==> config.mk <==
export PLATFORM = sky130hd
export DESIGN_NAME = timer_irq_unit
export DESIGN_NICKNAME = d
export VERILOG_FILES = /design/src/rtl/timer_irq_unit_pkg.sv /design/src/rtl/timer_irq_unit_counter.sv /design/src/rtl/timer_irq_unit.sv
export SDC_FILE = /design/constraint.sdc
export NUM_CORES = 1
export LEC_CHECK = 0
export ABC_AREA = 0
export ABC_CLOCK_PERIOD_IN_PS = 2930
export CAP_MARGIN = 20
export CORE_MARGIN = 10
export CORE_UTILIZATION = 35
export CTS_CLUSTER_DIAMETER = 120
export CTS_CLUSTER_SIZE = 40
export DETAILED_ROUTE_END_ITERATION = 10
export HOLD_SLACK_MARGIN = 0.03
export PLACE_DENSITY = 0.69
export SLEW_MARGIN = 20
export SYNTH_ARGS = -nofsm -noshare
export SYNTH_HDL_FRONTEND = slang
export SYNTH_HIERARCHICAL = 1
export SYNTH_SLANG_ARGS = --single-unit
==> constraint.sdc <==
create_clock -name clk -period 2.93 [get_ports clk]
set_input_delay 0.293 -clock clk [delete_from_list [all_inputs] [get_ports clk]]
set_output_delay 0.293 -clock clk [all_outputs]
set_load 0.02 [all_outputs]
==> src/rtl/timer_irq_unit_pkg.sv <==
// Shared constants for the timer interrupt peripheral: bus window, register
// offsets, TCON bit positions and the word-address match helper.
package timer_irq_unit_pkg;

    localparam logic [31:0] BASE_ADDR = 32'h4000_0000;

    localparam logic [31:0] TH_OFF   = 32'd0;
    localparam logic [31:0] TL_OFF   = 32'd4;
    localparam logic [31:0] TCON_OFF = 32'd8;

    localparam int EN_BIT = 0;
    localparam int IE_BIT = 1;
    localparam int IS_BIT = 2;

    // Byte-lane bits are ignored so sub-word accesses hit the same register.
    function automatic logic word_match(input logic [31:0] addr, input logic [31:0] target);
        return addr[31:2] == target[31:2];
    endfunction

endpackage

==> src/rtl/timer_irq_unit_counter.sv <==
// Reload (TH) and count (TL) registers with increment, reload-on-overflow
// and a combinational overflow pulse for the status logic.
module timer_counter #(
    parameter int WIDTH = 32
) (
    input  logic             clk,
    input  logic             srst,
    input  logic             en,
    input  logic             th_we,
    input  logic             tl_we,
    input  logic [WIDTH-1:0] wdata,
    output logic [WIDTH-1:0] th,
    output logic [WIDTH-1:0] tl,
    output logic             ovf
);

    logic [WIDTH-1:0] th_reg, th_next;
    logic [WIDTH-1:0] tl_reg, tl_next;

    assign ovf = en && (tl_reg == {WIDTH{1'b1}});

    always_comb begin
        th_next = th_reg;
        tl_next = tl_reg;
        if (th_we) begin
            th_next = wdata;
        end
        // Reload uses the TH held this cycle; a software TL write wins over both.
        if (ovf) begin
            tl_next = th_reg;
        end else if (en) begin
            tl_next = tl_reg + {{(WIDTH-1){1'b0}}, 1'b1};
        end
        if (tl_we) begin
            tl_next = wdata;
        end
    end

    always_ff @(posedge clk) begin
        if (srst) begin
            th_reg <= '0;
            tl_reg <= '0;
        end else begin
            th_reg <= th_next;
            tl_reg <= tl_next;
        end
    end

    assign th = th_reg;
    assign tl = tl_reg;

endmodule

==> src/rtl/timer_irq_unit.sv <==
// Memory-mapped interval timer; its registered ILLOP output is the CPU's
// external interrupt request, masked while the fetching PC is in kernel space.
module timer_irq_unit
    import timer_irq_unit_pkg::*;
#(
    parameter logic [31:0] BASE_ADDR = timer_irq_unit_pkg::BASE_ADDR,
    parameter int          WIDTH     = 32
) (
    input  logic             clk,
    input  logic             reset,
    input  logic             MemRead,
    input  logic             MemWrite,
    input  logic [31:0]      Address,
    input  logic [WIDTH-1:0] WriteData,
    output logic [WIDTH-1:0] ReadData,
    input  logic             in_kernel,
    output logic             ILLOP
);

    localparam logic [31:0] TH_ADDR   = BASE_ADDR + TH_OFF;
    localparam logic [31:0] TL_ADDR   = BASE_ADDR + TL_OFF;
    localparam logic [31:0] TCON_ADDR = BASE_ADDR + TCON_OFF;

    logic             sel_th, sel_tl, sel_tcon;
    logic [WIDTH-1:0] th, tl;
    logic             ovf;
    logic [2:0]       tcon_reg, tcon_next;
    logic             illop_reg, illop_next;

    assign sel_th   = word_match(Address, TH_ADDR);
    assign sel_tl   = word_match(Address, TL_ADDR);
    assign sel_tcon = word_match(Address, TCON_ADDR);

    timer_counter #(
        .WIDTH (WIDTH)
    ) u_counter (
        .clk   (clk),
        .srst  (reset),
        .en    (tcon_reg[EN_BIT]),
        .th_we (MemWrite && sel_th),
        .tl_we (MemWrite && sel_tl),
        .wdata (WriteData),
        .th    (th),
        .tl    (tl),
        .ovf   (ovf)
    );

    always_comb begin
        tcon_next = tcon_reg;
        if (MemWrite && sel_tcon) begin
            tcon_next = WriteData[2:0];
        end
        // Overflow set is applied last so a coincident acknowledge cannot lose it.
        if (ovf && tcon_reg[IE_BIT]) begin
            tcon_next[IS_BIT] = 1'b1;
        end
        illop_next = tcon_next[IS_BIT] & tcon_next[IE_BIT] & ~in_kernel;
    end

    always_ff @(posedge clk) begin
        if (reset) begin
            tcon_reg  <= '0;
            illop_reg <= 1'b0;
        end else begin
            tcon_reg  <= tcon_next;
            illop_reg <= illop_next;
        end
    end

    assign ILLOP = illop_reg;

    always_comb begin
        ReadData = '0;
        if (MemRead) begin
            if (sel_th) begin
                ReadData = th;
            end else if (sel_tl) begin
                ReadData = tl;
            end else if (sel_tcon) begin
                ReadData = {{(WIDTH-3){1'b0}}, tcon_reg};
            end
        end
    end

endmodule

==> flow_metrics.env, run 1 <==
export IMPL_synth_area_um2=4424
export IMPL_grt_pass1_wl_um=23270
export IMPL_fp_dieH_um=132.4
export IMPL_synthCells=539
export IMPL_rsz0062_at_grt="false"
export IMPL_hold_viol_final=0
export IMPL_synth_top_area_cell="dfxtp_1"
export IMPL_power_mw=2.183
export IMPL_clk_pin_slew_worst_paths_ns=0.06
export IMPL_hold_class="in -> reg"
export IMPL_reg2reg_setup_slack_ns=0.47
export IMPL_synth_warning_count=6
export IMPL_synth_top_cell_area_share_pct=30.77
export IMPL_cts_root_buf="clkbuf_16"
export IMPL_htreeDepth=3
export IMPL_cap_violations=0
export IMPL_grt_use_total_pct=15.65
export IMPL_ios=102
export IMPL_yosysUniqueCellTypes=62
export IMPL_timing_rr_start="u_counter/tl[0]$_SDFFE_PP0P_"
export IMPL_viasPerCell=5.528
export IMPL_core_um2=12520
export IMPL_row_count=41
export IMPL_critical_path_required_ns=2.64
export IMPL_p_per_area_nw_per_um2=366.9
export IMPL_worstPathArrival_ns=2.57
export IMPL_yosysSeqAreaShare_pct=30.77
export IMPL_path_class="in -> out"
export IMPL_first_pass_iters=5
export IMPL_synth_edff_count=0
export IMPL_drc_errors=0
export IMPL_whs_endpoint="u_counter/th[3]$_SDFFE_PP0P_"
export IMPL_min_delay_path_depth=2
export IMPL_grt_pass1_vias=4569
export IMPL_cts_path_max_buffers=2
export IMPL_cts_tree="built"
export IMPL_ir_drop_mv=0.2201
export IMPL_clk_latency_ns=0.33
export IMPL_die_w_um=132.4
export IMPL_ys_seq_elements=68
export IMPL_ys_async_sr_fraction_pct=0
export IMPL_first_iter_violations=342
export IMPL_numCtsBuffers=9
export IMPL_diodes=0
export IMPL_leakage_nw=2.249
export IMPL_cts_setup_buffers=0
export IMPL_initial_utilization_pct=35.35
export IMPL_clock_fmax_mhz=349.7
export IMPL_endpoint_kind="output pin"
export IMPL_tightest_slew_ns=0.7564
export IMPL_syn_avg_cell_area_um2=8.208
export IMPL_placed_area_um2=5672
export IMPL_die_area_um2=17540
export IMPL_wl_per_cell_um=17.53
export IMPL_slew_headroom_pct=49.19
export IMPL_finalMaxSlewViolations=0
export IMPL_ff2ff_path_depth=7
export IMPL_cp_start_kind="primary input"
export IMPL_reg2reg_to="u_counter/tl[7]$_SDFFE_PP0P_"
export IMPL_antenna_found_initial=0
export IMPL_gr_total_overflow=0
export IMPL_seq_area_um2=1361
export IMPL_postRouteAntennaNets=0
export IMPL_vias=4478
export IMPL_min_period_over_period_pct=97.60
export IMPL_cts_sinks=68
export IMPL_ys_flop_type="dfxtp_1"
export IMPL_status="complete, no violations"
export IMPL_ys_top_cells_by_area="dfxtp_1, mux2i_1, nor2_1"
export IMPL_syn_to_final_growth_pct=34.45
export IMPL_final_area_um2=5948
export IMPL_min_from="reset"
export IMPL_finClkSkew_ns=0.006682
export IMPL_num_nets_final=703
export IMPL_synth_fp_nets=609
export IMPL_finalSetupViolCount=0
export IMPL_n_fill_cell=1236
export IMPL_path_max_fanout=5
export IMPL_routabilityCongestion=0.8158
export IMPL_dp_hpwl_um=10120
export IMPL_wl_um=14200
export IMPL_portBuffers=99
export IMPL_grt_max_degree=40
export IMPL_multi_input_area_um2=2889
export IMPL_period_needed_ns=2.860
export IMPL_drive_above_1_share_pct=10.34
-- worst max-delay path by stage --
stage                     start                             to  depth (start not counted)
global route         Address[9]                    ReadData[0]                          6
CTS                  Address[9]                    ReadData[1]                          6
finish               Address[9]                    ReadData[0]                          6
global placement     Address[9]                   ReadData[18]                          7
detailed placement   Address[9]  u_counter/tl[23]$_SDFFE_PP0P_                         11
floorplan           Address[13]  u_counter/tl[26]$_SDFFE_PP0P_                         10
-- timing repair --
| action | 4_1_cts | 5_1_grt |
|---|---|---|
| hold buffers | 0 | 0 |
| setup endpoints to repair | 32 | 2 |
| gates cloned | 0 | 0 |
| gates resized for setup | 30 | 2 |
-- per-stage QoR --
stage	std cells	worst slack, ns	setup TNS, ns	util (%)	hold WS, ns
after floorplan	539	0.2523	0	-	0.3621
after global placement	794	-0.03089	-0.4246	45.31	0.4886
after detailed placement	794	-0.1468	-2.149	45.31	0.4964
after CTS	810	0.05696	0	47.46	0.3570
after global routing	810	0.01915	0	47.52	0.3961
final	810	0.07044	0	47.52	0.3637
-- worst max-delay path: stages --
cell	delay (ns)
clkdlybuf4s50_1	0.41
or4_4	0.54
nor3_1	0.30
nor2b_4	0.24
and3_1	0.17
clkdlybuf4s50_1	0.61
-- Yosys cell counts (2+ instances only) --
| library cell | count |
|---|---|
| or3b_2 | 2 |
| nor3_1 | 10 |
| and4b_1 | 2 |
| or4_4 | 2 |
| nand3_2 | 2 |
| xor2_1 | 9 |
| o21ai_0 | 14 |
| nor4_4 | 3 |
| or4_1 | 2 |
| o22ai_1 | 17 |
| o32ai_1 | 6 |
| dfxtp_1 | 68 |
| xnor2_1 | 8 |
| inv_1 | 6 |
| a31o_2 | 3 |
| a31oi_1 | 5 |
| nor2b_1 | 5 |
| clkbuf_1 | 25 |
| nand2_1 | 16 |
| nor2_1 | 91 |
| buf_2 | 5 |
| buf_6 | 2 |
| nand4_4 | 2 |
| a211oi_1 | 3 |
| nor3b_1 | 26 |
| nand2b_1 | 4 |
| a21oi_1 | 42 |
| nand3b_1 | 3 |
| buf_1 | 5 |
| nand3_1 | 16 |
| nand4_1 | 12 |
| or3_1 | 5 |
| mux2i_1 | 68 |
| buf_4 | 2 |
| nand4_2 | 2 |
| o31ai_1 | 4 |
| nor4_1 | 9 |
| nor4_2 | 2 |
| and3_1 | 8 |
-- power breakdown --
| part | internal (mW) | switching (mW) |
|---|---|---|
| sequential | 0.924 | 0.000000000850 |
| clock | 0.680 | 0.426 |
| combinational | 0.0934 | 0.0580 |
| total | 1.70 | 0.484 |
-- final cells by class --
class                      count  share of cell area [%]
sequential                    68                   22.89
inverter                       6                  0.3786
tap                          172                   3.618
timing repair buffer         122                   19.46
clock inverter                 6                   1.073
clock buffer                  10                   4.018
multi-input combinational    426                   48.57
-- layer usage --
metal | up-vias | wire (um) | GRT usage, %
met4 | 0 | 128 | 4.095
met1 | 2155 | 6325 | 19.64
met2 | 136 | 7085 | 26.84
li1 | 2171 | - | -
met5 | - | 0 | 0
met3 | 16 | 660 | 2.877
-- placed cells by master (no fill, tap or decap), types with 5 or more instances in the layout --
master	netlist	routed
nand2_1	16	16
o32ai_1	6	6
nor3_1	10	10
nand4_1	12	12
nor4_1	9	9
clkdlybuf4s50_1	0	67
or3_1	5	5
clkbuf_16	0	9
buf_4	2	20
o22ai_1	17	17
a21oi_1	42	42
dfxtp_1	68	68
a31oi_1	5	5
mux2i_1	68	68
inv_1	6	6
o21ai_0	14	14
nand3_1	16	16
nor2_1	91	91
dlygate4sd2_1	0	29
xnor2_1	8	8
xor2_1	9	9
nor3b_1	26	26
and3_1	8	8
-- cells by family (layout without fill, tap and decap cells) --
group	Yosys count	in the layout	share of synthesized area, %
AO/OA/AOI/OAI	106	106	14.85
adder cells (fa/ha/maj)	1	1	0.2828
multiplexers	69	69	15.64
buffers and inverters	45	144	4.468
flip-flops	68	68	30.77
AND/OR/NAND/NOR	233	233	30.63
XOR/XNOR	17	17	3.366
Power figures use the tool's default switching activity.
==> run 2, diff against run 1 <==
- CORE_MARGIN: 10 -> default
- CORE_UTILIZATION: 35 -> 26
- PLACE_DENSITY: 0.69 -> 0.57
==> flow_metrics.env, run 2 (same netlist as run 1, synthesis figures left out) <==
export IMPL_status="complete, no violations"
export IMPL_grt_max_degree=40
export IMPL_min_delay_path_depth=2
export IMPL_finalMaxSlewViolations=0
export IMPL_final_common_cell="nor2_1"
export IMPL_timing_rr_start="u_counter/tl[0]$_SDFFE_PP0P_"
export IMPL_cap_violations=0
export IMPL_slew_headroom_pct=44.66
export IMPL_grt_pass1_vias=4505
export IMPL_endpoint_kind="output pin"
export IMPL_portBuffers=99
export IMPL_rsz0062_at_grt="false"
export IMPL_cts_root_buf="clkbuf_16"
export IMPL_dp_hpwl_um=9891
export IMPL_initial_utilization_pct=26.68
export IMPL_syn_to_final_growth_pct=35.75
export IMPL_critical_path_required_ns=2.64
export IMPL_drc_errors=0
export IMPL_power_mw=2.037
export IMPL_die_w_um=132.4
export IMPL_startpoint="Address[9]"
export IMPL_vias=4391
export IMPL_wl_um=14070
export IMPL_reg2reg_setup_slack_ns=0.64
export IMPL_layout_common_cells="nor2_1, dfxtp_1, mux2i_1"
export IMPL_fin_util_pct=36.22
export IMPL_first_iter_violations=265
export IMPL_core_um2=16580
export IMPL_cts_tree="built"
export IMPL_gr_total_overflow=0
export IMPL_diodes=0
export IMPL_finClkSkew_ns=0.008160
export IMPL_cts_sinks=68
export IMPL_cp_start_kind="primary input"
export IMPL_drive_above_1_share_pct=10.14
export IMPL_clk_pin_slew_worst_paths_ns=0.06
export IMPL_hold_class="in -> reg"
export IMPL_tightest_slew_ns=0.8271
export IMPL_path_max_fanout=29
export IMPL_grt_use_total_pct=16.29
export IMPL_row_count=47
export IMPL_postRouteAntennaNets=0
export IMPL_min_period_over_period_pct=92.93
export IMPL_ir_drop_mv=0.2293
export IMPL_first_pass_iters=4
export IMPL_die_area_um2=17540
export IMPL_wl_per_cell_um=16.34
export IMPL_pre_cts_slack_ns=-0.08960
export IMPL_cts_path_max_buffers=2
export IMPL_antenna_found_initial=0
export IMPL_finalHoldWorstSlack_ns=0.4550
export IMPL_clock_fmax_mhz=367.3
export IMPL_n_fill_cell=1739
export IMPL_leakage_nw=2.280
export IMPL_hold_viol_final=0
export IMPL_path_class="in -> out"
export IMPL_fp_dieH_um=132.4
export IMPL_setup_ws_ns=0.2072
export IMPL_routabilityCongestion=0.8031
export IMPL_ff2ff_path_depth=8
export IMPL_viasPerCell=5.100
export IMPL_endpoint="ReadData[11]"
export IMPL_p_per_area_nw_per_um2=339.1
export IMPL_period_needed_ns=2.723
export IMPL_clk_latency_ns=0.34
export IMPL_finalSetupViolCount=0
export IMPL_cts_hold_fix_buffers=0
export IMPL_reg2reg_to="ILLOP$_SDFF_PP0_"
export IMPL_grt_pass1_wl_um=23090
export IMPL_num_nets_final=707
export IMPL_seq_area_um2=1361
export IMPL_htreeDepth=3
export IMPL_worstPathArrival_ns=2.43
export IMPL_multi_input_area_um2=2882
export IMPL_numCtsBuffers=9
export IMPL_ios=102
==> run 2: cell count changes in the layout (fill, tap and decap cells not counted), sizes merged <==
| cell | previous run | this run |
|---|---|---|
| bufinv | 1 | 0 |
| clkinvlp | 2 | 0 |
| buf | 25 | 29 |
| clkbuf | 10 | 12 |
| dlymetal6s2s | 1 | 2 |
| clkdlybuf4s50 | 67 | 65 |
| dlygate4sd2 | 29 | 30 |
==> run 2: worst min path at each step <==
stage          slack [ns]                       endpoint                           from
2_1_floorplan        0.36       tcon_reg[0]$_SDFFE_PP0N_                          reset
3_3_place_gp         0.49  u_counter/th[29]$_SDFFE_PP0P_  u_counter/th[29]$_SDFFE_PP0P_
3_5_place_dp         0.50  u_counter/tl[19]$_SDFFE_PP0P_  u_counter/th[19]$_SDFFE_PP0P_
4_1_cts              0.44   u_counter/th[6]$_SDFFE_PP0P_                          reset
5_1_grt              0.46   u_counter/th[2]$_SDFFE_PP0P_                          reset
6_report             0.46   u_counter/th[2]$_SDFFE_PP0P_                          reset
==> run 2: layer usage <==
layer  vias up  global-route usage, %  routed length (um)
met5         -                      0                   0
met1      2091                  20.45                6421
li1       2185                      -                   -
met2        99                  28.13                6926
met4         0                  4.725                 160
met3        16                  3.218                 560
==> run 2: area by class of cell <==
class                           count  area share, %
Multi-Input combinational cell    426          47.98
Sequential cell                    68          22.67
Timing Repair Buffer              126          20.21
Tap cell                          220          4.583
Clock buffer                       12          3.938
Inverter                            6         0.3750
Clock inverter                      3         0.2500
==> run 2: report_power, final <==
part / switching, mW / internal (mW)
logic: 0.0605 / 0.0948
clock network: 0.392 / 0.564
registers: 0.000000000846 / 0.925
total: 0.453 / 1.58
==> run 2: stage by stage <==
stage | std cells | area (um2) | setup TNS [ns]
6_report | 861 | 6006 | 0
5_1_grt | 861 | 6006 | 0
4_1_cts | 861 | 6001 | 0
3_5_place_dp | 846 | 5787 | -0.4967
3_3_place_gp | 846 | 5787 | -0.2460
2_1_floorplan | 539 | 4424 | 0
==> run 2: worst max-delay path, cell delays in order <==
cell and delay (ns):
clkdlybuf4s50_1 0.41, or4_4 0.54, nor3_1 0.28, nand4bb_1 0.19
buf_12 0.21, nor2_1 0.15, dlygate4sd2_1 0.35
==> run 2: repair_timing <==
action                                  CTS  global route
setup buffers                             0             0
gates resized for setup                  30             2
endpoints found under the setup margin   30             2
==> run 3, diff against run 2 <==
- SETUP_SLACK_MARGIN: default -> 0.1
==> flow_metrics.env, run 3 (same netlist as run 1, synthesis figures left out) <==
export IMPL_status="complete, no violations"
export IMPL_endpoint_kind="output pin"
export IMPL_diodes=0
export IMPL_cts_tree="built"
export IMPL_reg2reg_to="ILLOP$_SDFF_PP0_"
export IMPL_die_area_um2=17540
export IMPL_wl_per_cell_um=16.38
export IMPL_finalHoldWorstSlack_ns=0.4550
export IMPL_initial_utilization_pct=26.68
export IMPL_drive_above_1_share_pct=10.14
export IMPL_grt_max_degree=40
export IMPL_final_common_cell="nor2_1"
export IMPL_reg2reg_setup_slack_ns=0.63
export IMPL_postRouteAntennaNets=0
export IMPL_cts_root_buf="clkbuf_16"
export IMPL_row_count=47
export IMPL_viasPerCell=5.116
export IMPL_finalMaxSlewViolations=0
export IMPL_min_period_over_period_pct=92.08
export IMPL_ff2ff_path_depth=8
export IMPL_die_w_um=132.4
export IMPL_p_per_area_nw_per_um2=339.7
export IMPL_worstPathArrival_ns=2.40
export IMPL_numCtsBuffers=9
export IMPL_antenna_found_initial=0
export IMPL_rsz0062_at_grt="false"
export IMPL_cp_start_kind="primary input"
export IMPL_ios=102
export IMPL_htreeDepth=3
export IMPL_cts_sinks=68
export IMPL_cts_hold_fix_buffers=0
export IMPL_grt_pass1_vias=4505
export IMPL_min_from="reset"
export IMPL_cts_path_max_buffers=2
export IMPL_whs_endpoint="u_counter/th[6]$_SDFFE_PP0P_"
export IMPL_grt_use_total_pct=16.29
export IMPL_grt_pass1_wl_um=23090
export IMPL_clk_latency_ns=0.34
export IMPL_first_iter_violations=275
export IMPL_hold_viol_final=0
export IMPL_portBuffers=99
export IMPL_startpoint="Address[13]"
export IMPL_clk_pin_slew_worst_paths_ns=0.06
export IMPL_gr_total_overflow=0
export IMPL_cap_violations=0
export IMPL_dp_hpwl_um=9891
export IMPL_period_needed_ns=2.698
export IMPL_path_buf_inv=3
export IMPL_tightest_slew_ns=0.8037
export IMPL_vias=4405
export IMPL_timing_rr_start="u_counter/tl[0]$_SDFFE_PP0P_"
export IMPL_finalSetupViolCount=0
export IMPL_drc_errors=0
export IMPL_layout_common_cells="nor2_1, dfxtp_1, mux2i_1"
export IMPL_cpPeakStageDelay_ns=0.54
export IMPL_path_max_fanout=29
export IMPL_core_um2=16580
export IMPL_num_nets_final=707
export IMPL_routabilityCongestion=0.8031
export IMPL_wl_um=14100
export IMPL_crit_chain="clkdlybuf4s50_1 > or4_1 > nor3_1 > nand4bb_1 > buf_12 > nor2_1 > clkdlybuf4s15_1"
export IMPL_path_class="in -> out"
export IMPL_cp_top_family="simple AND/OR/NAND/NOR gates"
export IMPL_final_area_um2=6000
export IMPL_critical_path_required_ns=2.64
export IMPL_first_pass_iters=5
export IMPL_ir_drop_mv=0.2300
export IMPL_finClkSkew_ns=0.008243
export IMPL_placed_area_um2=5787
export IMPL_leakage_nw=2.248
export IMPL_clock_fmax_mhz=370.6
export IMPL_crit_slowest_cell="or4_1"
export IMPL_fp_dieH_um=132.4
export IMPL_hold_class="in -> reg"
export IMPL_slew_headroom_pct=46.22
export IMPL_min_delay_path_depth=2
export IMPL_syn_to_final_growth_pct=35.61
-- run 3: routing by layer --
layer | GRT usage (%) | wire (um) | vias up
li1 | - | - | 2186
met1 | 20.45 | 6485 | 2090
met2 | 28.13 | 6909 | 113
met3 | 3.218 | 543 | 16
met4 | 4.725 | 163 | 0
met5 | 0 | 0 | -
-- run 3: worst max-delay path by stage --
| stage | end | slack [ns] | depth (start not counted) |
|---|---|---|---|
| floorplan | u_counter/tl[26]$_SDFFE_PP0P_ | 0.25 | 10 |
| global placement | ReadData[11] | -0.08 | 7 |
| detailed placement | ReadData[11] | -0.09 | 7 |
| CTS | ReadData[11] | 0.19 | 7 |
| global route | u_counter/tl[19]$_SDFFE_PP0P_ | 0.12 | 11 |
| finish | ReadData[11] | 0.23 | 7 |
-- run 3: cell type report --
type	instances	area, um2
Clock inverter	3	15.01
Inverter	6	22.52
Sequential cell	68	1361
Multi-Input combinational cell	426	2882
Timing Repair Buffer	126	1207
Tap cell	220	275.3
Clock buffer	12	236.5
Fill cell	1735	10580
-- run 3: report_power, final --
| part | leakage [nW] | switching, mW | internal (mW) |
|---|---|---|---|
| Sequential | 0.547 | 0.000000000848 | 0.925 |
| Clock | 0.126 | 0.394 | 0.564 |
| Combinational | 1.57 | 0.0605 | 0.0948 |
| Total | 2.25 | 0.455 | 1.58 |
-- run 3: metrics by stage --
step | setup slack (ns) | TNS (ns) | total power, mW | utilization [%] | std cells
6_report | 0.2320 | 0 | 2.038 | 36.18 | 861
3_5_place_dp | -0.08960 | -0.4967 | 1.100 | 34.90 | 846
4_1_cts | 0.1888 | 0 | 2.063 | 36.17 | 861
5_1_grt | 0.1167 | 0 | 2.122 | 36.18 | 861
2_1_floorplan | 0.2523 | 0 | 0.9861 | - | 539
3_3_place_gp | -0.08293 | -0.2460 | 1.098 | 34.90 | 846
-- run 3: repair_timing --
action	4_1_cts	5_1_grt
buffers inserted	0	0
gates resized for setup	32	1
endpoints found under the setup margin	32	1
